===== src/rtl/counter_mod_ud.sv =====
// Modulo-MOD up/down counter with sync clear/load, count enable and cascade carry.
// Latency: q updates one clock after the enabling inputs; tc/co are combinational.
// No backpressure: en & cin gate counting; co chains to the next stage's cin.
// Optional build macro COUNTER_SAT_EN: saturate at the terminal value instead of wrapping.

module counter_mod_ud #(
  parameter int MOD   = 12,
  parameter int WIDTH = 4
) (
  input  logic             clk,
  input  logic             rstn,
  input  logic             en,
  input  logic             cin,
  input  logic             up_dn,
  input  logic             clr,
  input  logic             load,
  input  logic [WIDTH-1:0] load_val,
  output logic [WIDTH-1:0] q,
  output logic             tc,
  output logic             co,
  output logic             err
);

  // A modulus outside 2..2^WIDTH cannot be represented on q.
  generate
    if ((MOD < 2) || (MOD > (2 ** WIDTH))) begin : g_bad_mod
      $error("counter_mod_ud: MOD=%0d is outside 2..2**WIDTH (WIDTH=%0d)", MOD, WIDTH);
    end
  endgenerate

  // One extra bit so q+1 and MOD itself fit when MOD == 2^WIDTH.
  localparam logic [WIDTH:0]   MOD_X  = (WIDTH+1)'(MOD);
  localparam logic [WIDTH-1:0] Q_MAX  = WIDTH'(MOD - 1);
  localparam logic [WIDTH-1:0] Q_ZERO = '0;

`ifdef COUNTER_SAT_EN
  localparam logic SAT = 1'b1;
`else
  localparam logic SAT = 1'b0;
`endif

  logic [WIDTH:0]   q_inc;
  logic [WIDTH:0]   load_x;
  logic             load_bad;
  logic [WIDTH-1:0] q_up;
  logic [WIDTH-1:0] q_dn;

  assign q_inc    = {1'b0, q} + (WIDTH+1)'(1);
  assign load_x   = {1'b0, load_val};
  assign load_bad = (load_x >= MOD_X);

  // Next value when counting up: wrap (or hold) once q+1 reaches MOD.
  always_comb begin
    q_up = q_inc[WIDTH-1:0];
    if (q_inc == MOD_X) begin
      q_up = SAT ? Q_MAX : Q_ZERO;
    end
  end

  // Next value when counting down: wrap to MOD-1 (or hold) from zero.
  always_comb begin
    q_dn = q - WIDTH'(1);
    if (q == Q_ZERO) begin
      q_dn = SAT ? Q_ZERO : Q_MAX;
    end
  end

  // Terminal count follows the current direction so a chain sees carry or borrow.
  assign tc = up_dn ? (q == Q_MAX) : (q == Q_ZERO);
  assign co = en & cin & tc;

  // Count state: clear beats load beats count; err latches illegal loads until clear.
  always_ff @(posedge clk or negedge rstn) begin
    if (!rstn) begin
      q   <= '0;
      err <= 1'b0;
    end else if (clr) begin
      q   <= '0;
      err <= 1'b0;
    end else if (load) begin
      if (load_bad) begin
        q   <= Q_MAX;
        err <= 1'b1;
      end else begin
        q   <= load_val;
      end
    end else if (en && cin) begin
      q <= up_dn ? q_up : q_dn;
    end
  end

endmodule

===== config.mk =====
export PLATFORM = sky130hd
export DESIGN_NAME = counter_mod_ud
export DESIGN_NICKNAME = d
export VERILOG_FILES = /design/src/rtl/counter_mod_ud.sv
export SDC_FILE = /design/constraint.sdc
export NUM_CORES = 1
export LEC_CHECK = 0
export BUFFER_PORTS_ARGS = -buffer_cell sky130_fd_sc_hd__buf_2
export CELL_PAD_IN_SITES_DETAIL_PLACEMENT = 0
export CELL_PAD_IN_SITES_GLOBAL_PLACEMENT = 1
export CORE_UTILIZATION = 33
export CTS_CLUSTER_SIZE = 14
export DETAILED_ROUTE_END_ITERATION = 16
export PLACE_DENSITY = 0.86
export SYNTH_ARGS = -nofsm -noshare
export SYNTH_HDL_FRONTEND = slang
export SYNTH_SLANG_ARGS = --single-unit

===== constraint.sdc =====
create_clock -name clk -period 1.5 [get_ports clk]
set_input_delay 0.225 -clock clk [delete_from_list [all_inputs] [get_ports clk]]
set_output_delay 0.225 -clock clk [all_outputs]
set_load 0.02 [all_outputs]

# Word level (Yosys, flattened, before mapping)
# Cells that the tools add are included.
# op_classes
n_addsub,2
n_lt_le_gt_ge,1
eq_ne,2
n_mux,11
n_bitwise,2
reduce_logical,6
# op_table
operator,count
2-to-1 mux 4 bit,7
adder 4 x 1 -> 5 bit (second input constant),1
== test 5 x 4 -> 1 bit (second input constant),1
== test 4 bit (second input constant),1
greater-or-equal comparator 4 bit (second input constant),1
zero test 4 bit,1
2-to-1 mux 1 bit,4
nonzero test 2 bit,2
subtractor 4 x 1 -> 4 bit (second input constant),1
nonzero test 3 bit,1
bitwise AND 1 bit,2
AND reduction 2 bit,1
logical AND 1 bit,1
# word_totals
register_bits,5
word_cells,26

# Longest topological paths before layout
# Gate-level depths: netlist of the first run.
# depth
word_depth,7
mapped_depth,6

# Worst setup path before layout of the first run
# No wires, ideal clock.
# synth_timing
path_kind,register -> output
startpoint,reg q[0]
endpoint,out co
t_arrival_ns,1.579
setup_slack_ns,-0.304
path_stages_with_launch,5
n_path_buf,0
cell_sequence,dfrtp_1 > ha_1 > nand3_1 > a21oi_1 > and3_1
# synth_between
elab_chain_len,3
# synth_lines
element,line,source
from (decl),18,"output logic [WIDTH-1:0] q,"
from (signal assigned),85,q <= load_val;
from (signal assigned),88,q <= up_dn ? q_up : q_dn;
== test 4 bit / zero test 4 bit (equally long branches),69,assign tc = up_dn ? (q == Q_MAX) : (q == Q_ZERO);
2-to-1 mux 1 bit *,69,
net tc,19,"output logic tc,"
bitwise AND 1 bit *,70,assign co = en & cin & tc;
to (decl),20,"output logic co,"
# Mark *: on every way through the listed nets, which the timed path passes. The rest lies on a longest branch.

# Worst setup path in the final report of the first run
# layout_timing
startpoint,reg q[0]
endpoint,out co
# layout_between
elab_chain_len,3
# layout_lines
element,line
== test 4 bit / zero test 4 bit (equally long branches),69
2-to-1 mux 1 bit *,69
bitwise AND 1 bit *,70
# Every way passes the cells marked *; elsewhere a longest branch is shown, timed or not.

==> results by stage, run 1 <==
Floorplanning:
- 18 I/O pins were placed.
- The die boundary width is 39.8 um.
- The number of rows created at floorplan is 13.
- The initial standard-cell utilization of the core is 35.8%.
- The die is 39.8 um tall.
- The die area is 1580 sq um.
- The core region area is 1320 sq um.

Logic synthesis:
- The mapped netlist covers 472 sq um.
- After Yosys synthesis, full adders, half adders and majority gates account for 5.31% of the synthesized area.
- The predominant post-synthesis flop cell is sky130_fd_sc_hd__dfrtp_1.
- During synthesis, Yosys emitted a total of 0 warnings.
- The synthesis-stage register bit count is 5.
- The number of enable flip-flop cells after synthesis is 0.
- The synthesized netlist devotes 3.71% of its cell area to XOR and XNOR gates.
- The total nets after synthesis is 66.
- The synthesized netlist devotes 30.5% of its cell area to compound gates.
- For this run, asynchronously set or reset flops after synthesis account for 100%.
- The instance count of the mapped netlist is 53.
- By area, the combinational part of the netlist is dominated by compound AO/OA/AOI/OAI gates.
- The share of the Yosys chip area taken by registers is 26.5%.
- Multiplexer cells account for 3.18% of the synthesized area.
- The number of different library cells used by synthesis comes to 27.
- The synthesized netlist devotes 22.0% of its cell area to simple gates.
- After synthesis, the mean cell area works out to 8.90 sq um.

Timing:
- The timing-limited maximum frequency is 619 MHz.
- The final clock period utilization by the worst path is 108%.
- The least setup slack across all paths after layout is -0.116 ns.
- For the pin with the worst max-slew slack, the measured transition is 0.370 ns.
- The final sum of negative setup slack is -0.118 ns.
- Counting I/O delays and the setup requirement, the final critical path takes 1.62 ns.
- Setup repair after global routing could not meet its margin everywhere.
- Hold timing on the final database bottoms out at a slack of 0.235 ns.
- The total count of max-transition violations in the final report is 0.
- On the final layout, the worst clock skew is 0.00161 ns.
- The final number of setup-violating endpoints is 2.
- The number of endpoints with negative hold slack in the final report is 0.
- The headroom to the max-slew limit is 75.3%.

Pwr:
- The maximum vdd drop is 0.354 mV.
- The total power divided by cell area is 712 nW/um^2.
- The leakage power is 0.308 nW.

Placement:
- Port buffering added 17 buffers.
- The routability-driven placement congestion ratio is 0.753.
- The count of placed standard cells including taps is 84.

Critical path:
- The critical path's slowest cell is sky130_fd_sc_hd__dfrtp_2.
- The worst setup path is captured at a primary output.
- The top cell family by delay on the critical path is flip-flops.
- On the worst path, the slowest cell contributes a delay of 0.43 ns.
- The worst setup path is launched from a flop.
- STA puts the critical path data arrival time at 1.39 ns.
- The number of buffer and inverter stages on the critical path is 2.
- The critical path goes through inv_2, ha_4, nand2_4, a21oi_4, and3_4, buf_6.
- The required time at the endpoint of the critical path is 1.27 ns.
- The critical path class is flop to primary output.
- The critical-path maximum fanout is 3.

Routing:
- The pre-antenna-repair detailed-routing pass consisted of 2 iterations.
- The detail-routed via count per cell is 5.20.
- The total detailed-routing wirelength is 1220 um.
- The routed layout has 489 vias.
- After detailed routing, the average wire length per cell comes to 13.0 um.
- In this run, the number of DRC markers left after iteration 0 of detailed routing was 6.
- The total DRC errors in the routed layout is 0.
- Once detail routing completed, the nets flagged for antenna violations numbered 0.

Clocking:
- At the later pin of the worst-skew pair, clock insertion delay measures 0.24 ns.
- The maximum level of the CTS H-tree is 1.
- The number of clock sinks is 5.
- After clock tree synthesis, the clock-pin slew on the worst setup and hold paths is 0.04 ns.
- The maximum root-to-sink buffer count is 2.
- TritonCTS created 3 clock buffers.
- TritonCTS built the clock tree.
- CTS placed an instance of sky130_fd_sc_hd__clkbuf_4 at the clock tree root.

Final layout:
- The area growth from synthesis to layout is 49.3%.
- In the final layout, the share of cells above drive strength 1 is 59.5%.
- The repair_antennas step left the layout with diodes totalling 0.
- The final-stage net count is 93.
- The number of fill cells is 129.
- The filler-free cell count of the finished design is 94.

GRT:
- The initial antenna violation count is 0.
- The number of global-route vias before repair was 452.
- The pin count of the biggest net entering global routing is 11.
- For this run the aggregate overflow at the end of global routing stands at 0.
- The first global-routing pass estimated 1990 um of wire.
- The total track usage is 19.5%.

Worst hold path:
- The worst min-delay path category is input pin to flop.

Status:
- The run finished, with violations left.
- The checks that failed: setup timing.

Job:
- Across the run, the number of max-cap violations was 0.
==> layout make-up <==
cell class              instances  area (sq um)  area share, %
multi-input cells              43           369           52.4
inverters                       2          7.51           1.07
flip-flops and latches          5           129           18.3
repair buffers                 25           154           21.8
clock buffers                   4          26.3           3.73
well taps                      15          18.8           2.66
==> cell usage after synthesis, drive strengths merged (2+ instances only) <==
| library cell | number | area [sq um] |
|---|---|---|
| nand2 | 4 | 17.5 |
| a21oi | 9 | 48.8 |
| dfrtp | 5 | 125 |
| nand3b | 2 | 15.0 |
| o21a | 2 | 15.0 |
| inv | 2 | 7.51 |
| o21ai | 4 | 20.0 |
| ha | 2 | 25.0 |
| nor2 | 4 | 15.0 |
| a211oi | 2 | 15.0 |
| buf | 3 | 33.8 |
==> per-stage QoR <==
step,cell area (sq um),setup slack [ns],utilization [%],power (mW)
global placement,592,0.0714,44.9,0.317
finish,704,-0.116,53.5,0.502
global route,704,-0.172,53.5,0.537
floorplan,507,0.0142,-,0.268
detailed placement,592,0.00623,44.9,0.320
CTS,687,-0.135,52.1,0.502
==> metal layers <==
metal  share of wire, %  GRT usage [%]
met1                 45           25.3
met2                 51           31.1
met3                3.4           3.41
met4                  0           7.76
met5                  0              0
==> report_power, final <==
group | total, mW | internal, mW | switching, mW
combinational | 0.193 | 0.0924 | 0.100
sequential | 0.159 | 0.146 | 0.0137
clock | 0.150 | 0.100 | 0.0493
total | 0.502 | 0.338 | 0.163
==> cell usage in the layout, fill, tap and decap left out, drive strengths merged, types with 2 or more instances in the layout <==
master	instances
nand3b	2
o21a	2
ha	2
buf	24
clkbuf	4
dfrtp	5
a21oi	9
o21ai	4
a211oi	2
nor2	4
nand2	4
inv	2
==> worst paths after layout <==
kind                       start    to  slack (ns)  cells past startpoint
max                         q[0]    co       -0.12                      6
max reg2reg                 q[1]  q[2]        0.07                      7
min in group asynchronous   rstn   err        0.33                      2
min reg2reg                  err   err        0.51                      2
max in group asynchronous   rstn  q[3]        1.02                      2
min                          clr  q[2]        0.24                      2
==> what timing repair did <==
| item | 4_1_cts | 5_1_grt |
|---|---|---|
| resized for setup | 7 | 2 |
| setup endpoints to repair | 2 | 4 |
| buffers inserted | 4 | 1 |
| endpoints found under the hold margin | 5 | 0 |
| pin swaps | 3 | 2 |
| hold buffers | 1 | 0 |
==> cells by family after synthesis <==
logic type / Yosys count
flip-flops: 5
multiplexers: 1
buffers and inverters: 5
XOR/XNOR: 2
AND/OR/NAND/NOR: 16
adder cells (fa/ha/maj): 2
AO/OA/AOI/OAI: 22
==> sequential cells by signal (all words and copies together), names as in the netlist <==
signal and count:
err 1, q 4
==> worst register-to-register path: stages (launching register included) <==
cell	delay, ns
sky130_fd_sc_hd__dfrtp_2	0.41
sky130_fd_sc_hd__inv_2	0.07
sky130_fd_sc_hd__ha_4	0.17
sky130_fd_sc_hd__buf_4	0.14
sky130_fd_sc_hd__mux2_4	0.27
sky130_fd_sc_hd__nand4_2	0.10
sky130_fd_sc_hd__o211ai_2	0.10
sky130_fd_sc_hd__a21oi_2	0.12
Power figures use the tool's default switching activity.
==> inputs of run 2 (changes only) <==
--- a/config.mk
+++ b/config.mk
@@ -12,6 +12,7 @@
 export CTS_CLUSTER_SIZE = 14
 export DETAILED_ROUTE_END_ITERATION = 16
 export PLACE_DENSITY = 0.86
+export REMOVE_ABC_BUFFERS = 1
 export SYNTH_ARGS = -nofsm -noshare
 export SYNTH_HDL_FRONTEND = slang
 export SYNTH_SLANG_ARGS = --single-unit
==> run 2 against run 1 <==
- register-to-register slack worse by 0.04 ns
- highest routed layer unchanged
- fmax about the same
- non-clock buffer count shrank 1
- the run still ends with setup timing left
- largest cell class unchanged
- clock power barely moved
- final cell count shrank 1.1%
- largest power group unchanged
==> results by stage, run 2 (same netlist as run 1, synthesis figures left out) <==
Critical path:
- The worst setup path is launched from a flop.
- The required time at the endpoint of the critical path is 1.27 ns.
- The number of cells traversed by the worst register-to-register path is 7.
- Setup slack on the worst reg-to-reg path comes out at 0.03 ns.
- In this run the worst path has a maximum fanout of 3.
- The critical path class is flop to primary output.
- The data arrival time of the critical path is 1.39 ns.
- The worst register-to-register path ends at q[2].
- STA classifies the critical path endpoint as a primary output.
- The source of the worst register-to-register timing path is q[1].

Routing:
- After detailed routing, the number of remaining DRC violations is 0.
- The detail route stage leaves a number of antenna-violating nets equal to 0.
- In the final routed layout, each cell accounts on average for 12.2 um.
- The detail-routed via count per cell is 5.10.
- The number of design-rule violations left by the first detailed-router iteration is 9.
- The count of vias placed by the detailed router is 474.
- The count of TritonRoute iterations in the first routing pass is 4.
- For this block, the routed nets add up to 1130 um of wire.

Floorplanning:
- Row generation in the floorplan step produced 13 rows.
- The floorplan step set the die height to 39.8 um.
- The boundary pin count is 18.
- The core region area is 1320 sq um.
- The floorplan step defined a die boundary enclosing 1580 sq um.
- The die boundary width is 39.8 um.
- Once the floorplan was initialized, standard cells occupied 35.8% of the core.

Final layout:
- The number of flip-flops under the largest register name is 4.
- The final-stage net count is 92.
- The storage element area is 126 sq um.
- The top cell types in the final layout, fill and taps aside, are sky130_fd_sc_hd__buf_2, sky130_fd_sc_hd__a21oi_1, sky130_fd_sc_hd__buf_4.
- The largest registers in the layout are q: 4 flops, err: 1 flops.
- More flip-flops sit in one register than any other, and that register is q.
- After filler insertion, the fill cell instance count of the layout stands at 129.
- Cells with a size suffix above 1 make up 55.1% of the layout.
- The area growth from synthesis to layout is 47.5%.
- The number of diodes added for antenna fixing is 0.
- The commonest non-fill, non-tap cell in the layout is sky130_fd_sc_hd__buf_2.
- The multi-input combinational cells in the finished layout cover a total of 364 sq um.

Status:
- The final reports fail on setup timing.
- The run finished, with violations left.

Clocking:
- The number of clock sinks is 5.
- The maximum level of the CTS H-tree is 1.
- Clock-pin slew was measured on the worst setup and hold paths at 0.04 ns.
- The number of buffers added by the clock tree synthesis step is 3.
- The cell at the root of the clock tree is sky130_fd_sc_hd__clkbuf_4.
- The clock passes through at most 2 buffers.
- At the later pin of the worst-skew pair, clock insertion delay measures 0.23 ns.
- The CTS tree is yes.

Pwr:
- Sequential cells account for 32.1% of the total power.
- Cell internal power was estimated by the tool at 336 uW.
- The share of total power dissipated in the clock network is 29.9%.
- In this run, the combinational gates consume 38.0% of the power.
- The maximum vdd drop is 0.728 mV.
- The analysis attributes to cell leakage a power of 0.304 nW.
- The total power divided by cell area is 713 nW/um^2.
- The analysis attributes to net switching a power of 160 uW.
- In this run switching power makes up 32.3% of total power.

Timing:
- The timing-limited maximum frequency is 619 MHz.
- Setup repair after global routing could not meet its margin everywhere.
- The least setup slack across all paths after layout is -0.115 ns.
- The final sum of negative setup slack is -0.158 ns.
- The number of endpoints with negative hold slack in the final report is 0.
- Headroom to the max-slew limit came out at 75.6%.
- Dividing the final minimum period by the clock period gives 108%.
- The total count of max-transition violations in the final report is 0.
- At the pin with the least slew margin, the transition time is 0.366 ns.
- The routed design could run at a clock period as short as 1.62 ns.
- The final number of setup-violating endpoints is 2.
- Clock skew on the completed layout was measured at 0.00183 ns.

Placement:
- The wire-length estimate of the detail-placed layout is 785 um.
- The number of buffers added on ports is 17.
- Routability-driven placement finished with a final weighted congestion of 0.790.
- OpenSTA, run right after detailed placement, puts the worst setup slack at 0.0197 ns.

GRT:
- The number of global-route vias before repair is 434.
- The pin count of the biggest net entering global routing is 11.
- The total overflow left after global routing is 0.
- In the global route stage, overall resource usage came out at 17.3%.
- The first-pass GRT wire length is 1780 um.
- The initial antenna violation count is 0.

Job:
- Max-cap violations in this run came to 0.

Worst hold path:
- The instance count along the most critical hold path is 2.
- The path class of the tightest hold or removal check is input pin to flop.
- The worst hold path begins at clr.
- The sink of the worst hold path is q[2].
[run 2: worst max path at each step]
stage	from	endpoint	slack, ns	cells past startpoint
floorplan	q[0]	co	-0.30	4
global placement	q[1]	co	0.06	6
detailed placement	q[1]	co	0.02	6
CTS	q[1]	co	-0.1	5
global route	q[1]	co	-0.18	6
finish	q[1]	co	-0.12	6
[run 2: worst max-delay path, stage by stage (launching register included)]
cell	delay, ns
sky130_fd_sc_hd__dfrtp_1	0.42
sky130_fd_sc_hd__inv_2	0.10
sky130_fd_sc_hd__ha_4	0.14
sky130_fd_sc_hd__nand2_2	0.06
sky130_fd_sc_hd__a21oi_4	0.12
sky130_fd_sc_hd__and3_1	0.18
sky130_fd_sc_hd__buf_6	0.12
[run 2: final cells by class]
| class | count | share of cell area [%] |
|---|---|---|
| Timing Repair Buffer | 24 | 21.9 |
| Tap cell | 15 | 2.70 |
| Clock buffer | 4 | 3.78 |
| Inverter | 2 | 1.08 |
| Multi-Input combinational cell | 43 | 52.3 |
| Sequential cell | 5 | 18.2 |
[run 2: repair_timing]
item / 4_1_cts / 5_1_grt
endpoints found under the setup margin: 2 / 2
buffers inserted: 2 / 1
resized for setup: 10 / 8
hold buffers: 1 / 0
hold endpoints to repair: 5 / 0
pin swaps: 3 / 4
[run 2: power groups by stage]
stage          sequential (mW)  combinational, mW  clock [mW]
4_1_cts                  0.156              0.170       0.156
3_5_place_dp             0.157              0.145           0
5_1_grt                  0.160              0.207       0.168
2_1_floorplan            0.171             0.0686           0
6_report                 0.159              0.188       0.148
3_3_place_gp             0.156              0.146           0
[run 2: per-layer routing]
layer,global-route usage [%],vias to the layer above,wire length (um)
met3,6.82,0,34
met2,25.4,12,508
li1,-,245,-
met5,0,-,0
met1,23.7,217,589
met4,2.59,0,0
[run 2: stage by stage]
step                instance area (sq um)  std cells  utilization (%)  hold slack, ns  total power [mW]
finish                                696         93             52.8           0.236             0.496
global route                          696         93             52.8           0.247             0.535
CTS                                   646         92             49.0           0.235             0.482
detailed placement                    564         85             42.8          0.0415             0.302
global placement                      564         85             42.8          0.0415             0.302
floorplan                             438         50                -         -0.0706             0.239
